$ cat src/rtl/cache_miss_ctrl.sv
`default_nettype none
// ============================================================================
// Module   : cache_miss_ctrl
// Purpose  : Read-miss controller. It looks up the cache, fetches a line from
//            memory on a miss, fills the cache and returns one word.
// Revision : 1.0  initial release
// ============================================================================
module cache_miss_ctrl #(
    parameter int ADDR_W      = 15,
    parameter int WORD_W      = 32,
    parameter int LINE_W      = 128,
    parameter int MEM_TIMEOUT = 255
) (
    input  logic              clk,
    input  logic              rst,
    input  logic              req_valid,
    input  logic [ADDR_W-1:0] req_addr,
    output logic              req_ready,
    output logic              rsp_valid,
    output logic [WORD_W-1:0] rsp_data,
    output logic              rsp_err,
    input  logic              rsp_ready,
    output logic              cache_lookup,
    output logic [ADDR_W-1:0] cache_addr,
    input  logic              cache_hit,
    input  logic [WORD_W-1:0] cache_rdata,
    output logic              cache_fill,
    output logic [LINE_W-1:0] cache_fill_data,
    output logic              mem_read,
    output logic [ADDR_W-1:0] mem_addr,
    input  logic              mem_ready,
    input  logic [LINE_W-1:0] mem_line,
    output logic [13:0]       hit_count,
    output logic [13:0]       access_count
);

    localparam int          c_OFF_W   = $clog2(LINE_W / WORD_W);
    localparam int          c_CNT_W   = $clog2(MEM_TIMEOUT + 1);
    localparam logic [13:0] c_CNT_MAX = 14'h3FFF;

    typedef enum logic [2:0] {
        S_IDLE      = 3'd0,
        S_LOOKUP    = 3'd1,
        S_MISS_WAIT = 3'd2,
        S_FILL      = 3'd3,
        S_RESPOND   = 3'd4
    } state_t;

    state_t               r_state;
    state_t               w_next;
    logic [ADDR_W-1:0]    r_addr;
    logic [c_CNT_W-1:0]   r_wait;
    logic                 w_timeout;
    logic [c_OFF_W-1:0]   w_off;

    // Timeout fires on the last allowed MISS_WAIT cycle; mem_ready is checked first.
    assign w_timeout = (r_wait == c_CNT_W'(MEM_TIMEOUT - 1));
    assign w_off     = r_addr[c_OFF_W-1:0];

    assign req_ready    = (r_state == S_IDLE);
    assign cache_lookup = (r_state == S_LOOKUP);
    assign mem_read     = (r_state == S_MISS_WAIT);
    assign cache_fill   = (r_state == S_FILL);
    assign rsp_valid    = (r_state == S_RESPOND);
    assign cache_addr   = r_addr;
    assign mem_addr     = {r_addr[ADDR_W-1:c_OFF_W], c_OFF_W'(0)};

    always_comb begin
        w_next = r_state;
        case (r_state)
            S_IDLE:      if (req_valid) w_next = S_LOOKUP;
            S_LOOKUP:    w_next = cache_hit ? S_RESPOND : S_MISS_WAIT;
            S_MISS_WAIT: begin
                if (mem_ready)      w_next = S_FILL;
                else if (w_timeout) w_next = S_RESPOND;
            end
            S_FILL:      w_next = S_RESPOND;
            S_RESPOND:   if (rsp_ready) w_next = S_IDLE;
            default:     w_next = S_IDLE;
        endcase
    end

    always_ff @(posedge clk or posedge rst) begin
        if (rst) begin
            r_state         <= S_IDLE;
            r_addr          <= '0;
            r_wait          <= '0;
            rsp_data        <= '0;
            rsp_err         <= 1'b0;
            cache_fill_data <= '0;
            hit_count       <= '0;
            access_count    <= '0;
        end else begin
            r_state <= w_next;
            r_wait  <= (r_state == S_MISS_WAIT) ? r_wait + 1'b1 : '0;
            case (r_state)
                S_IDLE: begin
                    if (req_valid) begin
                        r_addr <= req_addr;
                        if (access_count != c_CNT_MAX) access_count <= access_count + 1'b1;
                    end
                end
                S_LOOKUP: begin
                    rsp_err <= 1'b0;
                    if (cache_hit) begin
                        rsp_data <= cache_rdata;
                        if (hit_count != c_CNT_MAX) hit_count <= hit_count + 1'b1;
                    end
                end
                S_MISS_WAIT: begin
                    if (mem_ready) begin
                        cache_fill_data <= mem_line;
                    end else if (w_timeout) begin
                        rsp_err  <= 1'b1;
                        rsp_data <= '0;
                    end
                end
                S_FILL: begin
                    rsp_data <= cache_fill_data[WORD_W*int'(w_off) +: WORD_W];
                end
                S_RESPOND: begin
                    if (rsp_ready) rsp_err <= 1'b0;
                end
                default: ;
            endcase
        end
    end

endmodule
`default_nettype wire

$ cat config.mk
export PLATFORM = sky130hd
export DESIGN_NAME = cache_miss_ctrl
export DESIGN_NICKNAME = d
export VERILOG_FILES = /design/src/rtl/cache_miss_ctrl.sv
export SDC_FILE = /design/constraint.sdc
export NUM_CORES = 1
export LEC_CHECK = 0
export CAP_MARGIN = 20
export CORE_MARGIN = 5
export CORE_UTILIZATION = 39
export CTS_CLUSTER_DIAMETER = 30
export CTS_CLUSTER_SIZE = 16
export DETAILED_ROUTE_END_ITERATION = 12
export PLACE_DENSITY = 0.85
export SLEW_MARGIN = 20
export SYNTH_ARGS = -nofsm -noshare
export SYNTH_HDL_FRONTEND = slang
export SYNTH_SLANG_ARGS = --single-unit
$ cat constraint.sdc
create_clock -name clk -period 6.7 [get_ports clk]
set_input_delay 1.005 -clock clk [delete_from_list [all_inputs] [get_ports clk]]
set_output_delay 1.005 -clock clk [all_outputs]
set_load 0.005 [all_outputs]
==> summary.md <==
The worst slew slack as a fraction of its limit came out at 0.3064. The final clock period utilization by the worst path was 0.5320. The portion of total power attributed to sequential cells came out at 0.295. The tools report the number of distinct library cell variants in the gate-level netlist after synthesis as 52. In this run the power density over the cells is 515.1 mW/mm^2. The yosys synthesis warning count is 0. The number of antenna cells inserted came out at 0.

The initial antenna violation count was 0; the largest vdd supply drop was 0.0003365 V. For the pin with the worst max-slew slack, the measured transition is 1040 ps. The top cell type's share of synthesized area works out to 0.5418.

Summed over all layers, the global routing overflow is 0. The CTS root buffer is sky130_fd_sc_hd__clkbuf_16. Pre-CTS setup slack: 3581 ps. Setup repair after global routing left no endpoint under its margin.

The run gives 8257 as the number of global-route vias before repair. The count of nets left with antenna violations once routing finished came out at 0. The run gives 0 as the number of setup buffers added after CTS. Count of port buffers added during placement: 402.

The violation count after the first detailed-route iteration was 455; the max-slew violation count was 0. The final design utilization is 0.6402. The pre-antenna-repair detailed-routing pass consisted of 4 iterations. The number of instances on the worst hold path is 1, and the area added between synthesis and finish is 61.89%. The fraction of final layout cells sized beyond drive strength 1 was 0.2947. The clock passes through at most 3 buffers. The synthesized design contains 215 register bits. The worst register-to-register path ends at rsp_data[21]$_DFFE_PP0P_.

Core area: 0.02511 sq mm. The power spent charging and discharging nets was 0.002384 W; the number of synthesized flops with an enable pin was 0. The tools report the proportion of power drawn by the clock network as 0.336. Along the worst path, the maximum fanout reaches 34. The starting density of the core is 0.3955, and the count of maximum capacitance violations is 0.

Tracing the worst setup path back leads to its startpoint at r_state[1]$_DFFE_PP0P_. The quantity of hold-fixing buffers added after cts was 0; the clock latency on the worst-skew pair was 550 ps. The clock arrives with 15.02 ps of skew.

Most instantiated flip-flop cell in the synthesis netlist: sky130_fd_sc_hd__dfrtp_1. The average wire length per cell after detail routing was 22.10 um; the slack of the worst reg-to-reg path was 3950 ps. For the power share of the combinational group, the log shows 0.369. The total number of clock tree sinks was 215. The wire-length estimate of the detail-placed layout is 22400 um.

The synthesized netlist occupies a cell area of 0.009930 sq mm. The number of hold violations in the final report came out at 0. The routed design could run at a clock period as short as 3564 ps. The clock-pin transition on the worst setup and hold timing paths works out to 40 ps. STA puts the critical path data arrival time at 2560 ps. The total track usage came out at 0.2181. Entering global routing, the biggest net connects 115 pins. The post-layout instance count excluding filler cells was 1453.

The run finished with clean final reports. STA classifies the critical path startpoint as a flop. The net switching share of the total power was 0.2879; the final weighted congestion of routability-driven global placement was 0.8383.

Leaving out fill and tap cells, the most frequent cell in the layout is sky130_fd_sc_hd__clkdlybuf4s50_1. Internal power comes to 0.005897 W. The floorplan step defined a die boundary enclosing 0.02875 sq mm. By area the synthesized netlist is led by sky130_fd_sc_hd__dfrtp_1, sky130_fd_sc_hd__mux2_2, sky130_fd_sc_hd__mux4_2. For this run, the post-layout net count is 1262. In this run the most critical hold path is launched from hit_count[8]$_DFFE_PP0P_. The maximum level of the CTS H-tree came out at 2. The sequential-to-total area share from yosys stat came out at 0.5418.

The final route contains 7492 vias. The path type of the worst min-delay path is reg -> reg. The width of the chip was 169.6 um.

The worst hold path terminates at hit_count[8]$_DFFE_PP0P_. Per-cell via count in the routed design: 5.156. Summed over all layers, the routed wires come to 32110 um. In this run the mean area of a mapped cell was 15.04 sq um. For the required time at the worst-slack endpoint, the log shows 5690 ps.

The number of cells on the worst reg-to-reg path is 5. The share of synthesized registers carrying an async set or reset came out at 1.000. The tools report the number of buffers added by the clock tree synthesis step as 56.

TritonCTS built the clock tree. The critical path in this run is classified as reg -> out. For the maximum frequency from static timing analysis, the log shows 280.6 MHz.

The worst path meets setup with 3136 ps of slack. The run gives 58 as the number of placement rows. For this run, design rule violations remaining after detail routing come to 0.

In this run, post-CTS repair resized a total of 0 instances. The tools report the startpoint of the worst-slack reg-to-reg timing path as r_state[1]$_DFFE_PP0P_. For the final routed database, the setup TNS stands at 0 ps. In this run, placement finished with an instance count of 1348. sky130_fd_sc_hd__dfrtp_1 takes more of the synthesized area than any other cell.

The first global-routing pass estimated 49090 um of wire. The number of I/O pins was 405; the number of standard cells after synthesis was 660. The tools report the endpoint type of the worst setup path as a primary output. In the layout the commonest cells are sky130_fd_sc_hd__clkdlybuf4s50_1, sky130_fd_sc_hd__dfrtp_1, sky130_fd_sc_hd__mux2_2. The total setup violations reported at the end of the flow is 0. From bottom edge to top edge, the die measures 169.6 um.

The static leakage was 6.673 nW.
[sequential cells by signal, indices dropped and copies added (netlist names)]
signal,cells
cache_fill_data,128
rsp_data,32
cache_addr,15
access_count,14
hit_count,14
r_wait,8
r_state,3
rsp_err,1
[worst max-delay path by stage]
stage / end / slack, ps / depth (start not counted)
after global placement: cache_fill_data[4]$_DFFE_PP0P_ / 3600 / 4
after CTS: cache_fill / 3080 / 3
after global routing: cache_fill / 2980 / 3
final: cache_fill / 3140 / 3
after detailed placement: cache_fill_data[35]$_DFFE_PP0P_ / 3580 / 4
after floorplan: access_count[0]$_DFFE_PP0P_ / 2900 / 1
[through the flow]
step	power (W)	instance area (sq um)	hold WS (ps)
floorplan	0.003775	9937	481.2
CTS	0.008373	16060	498.7
detailed placement	0.005503	14050	478.9
global route	0.008679	16080	523.2
global placement	0.005419	14050	470.3
finish	0.008281	16080	495.4
[cell type report]
type                            count  area (sq um)
Fill cell                        1849          9034
Sequential cell                   215          5383
Timing Repair Buffer              412          4124
Multi-Input combinational cell    384          4120
Clock buffer                       75          1613
Tap cell                          330         412.9
Clock inverter                     29         389.1
Inverter                            8         33.78
[critical path, stage by stage, from the launching register on]
cell                              delay (ps)
sky130_fd_sc_hd__dfrtp_1                 610
sky130_fd_sc_hd__nand2b_2                600
sky130_fd_sc_hd__nor2_4                  270
sky130_fd_sc_hd__clkdlybuf4s50_1         530
[power groups by stage]
stage / logic [W] / registers, W / clock network, W
2_1_floorplan: 0.00147 / 0.00230 / 0
3_3_place_gp: 0.00302 / 0.00240 / 0
3_5_place_dp: 0.00307 / 0.00243 / 0
4_1_cts: 0.00310 / 0.00244 / 0.00283
5_1_grt: 0.00324 / 0.00253 / 0.00291
6_report: 0.00306 / 0.00244 / 0.00278
[Yosys cell counts, types with 2 or more instances]
library cell / count
sky130_fd_sc_hd__o21ai_0: 3
sky130_fd_sc_hd__nor2_2: 2
sky130_fd_sc_hd__mux2_1: 3
sky130_fd_sc_hd__nand2_1: 13
sky130_fd_sc_hd__and3_1: 12
sky130_fd_sc_hd__buf_2: 8
sky130_fd_sc_hd__a31oi_1: 2
sky130_fd_sc_hd__nand4_1: 11
sky130_fd_sc_hd__clkbuf_1: 7
sky130_fd_sc_hd__nor3_1: 4
sky130_fd_sc_hd__a21oi_1: 6
sky130_fd_sc_hd__mux2_2: 149
sky130_fd_sc_hd__buf_6: 7
sky130_fd_sc_hd__mux4_1: 2
sky130_fd_sc_hd__nor2_1: 13
sky130_fd_sc_hd__xnor2_1: 16
sky130_fd_sc_hd__xor2_1: 10
sky130_fd_sc_hd__nand2b_1: 2
sky130_fd_sc_hd__a22o_1: 32
sky130_fd_sc_hd__mux2i_1: 2
sky130_fd_sc_hd__and4_1: 3
sky130_fd_sc_hd__ha_1: 4
sky130_fd_sc_hd__a211oi_2: 2
sky130_fd_sc_hd__buf_4: 28
sky130_fd_sc_hd__inv_1: 8
sky130_fd_sc_hd__nand3_1: 14
sky130_fd_sc_hd__mux2_4: 27
sky130_fd_sc_hd__dfrtp_1: 215
sky130_fd_sc_hd__nand4b_1: 2
sky130_fd_sc_hd__mux4_2: 30
sky130_fd_sc_hd__buf_12: 2
[logic make-up after synthesis]
family,count (synthesis),synth area share
flops,215,0.5418
mux,213,0.2886
xor+xnor,26,0.02293
simple gates,85,0.05091
fa+ha+maj,4,0.005041
compound gates,54,0.04549
buf+inv,62,0.04486
other cells,1,0.0003777
[per-layer routing]
metal | track usage | vias to the layer above | wire length, um
li1 | - | 3296 | -
met1 | 0.2656 | 3822 | 12480
met2 | 0.3757 | 305 | 16480
met3 | 0.06033 | 69 | 2185
met4 | 0.07280 | 0 | 973
met5 | 0 | - | 0
Power figures use the tool's default switching activity.
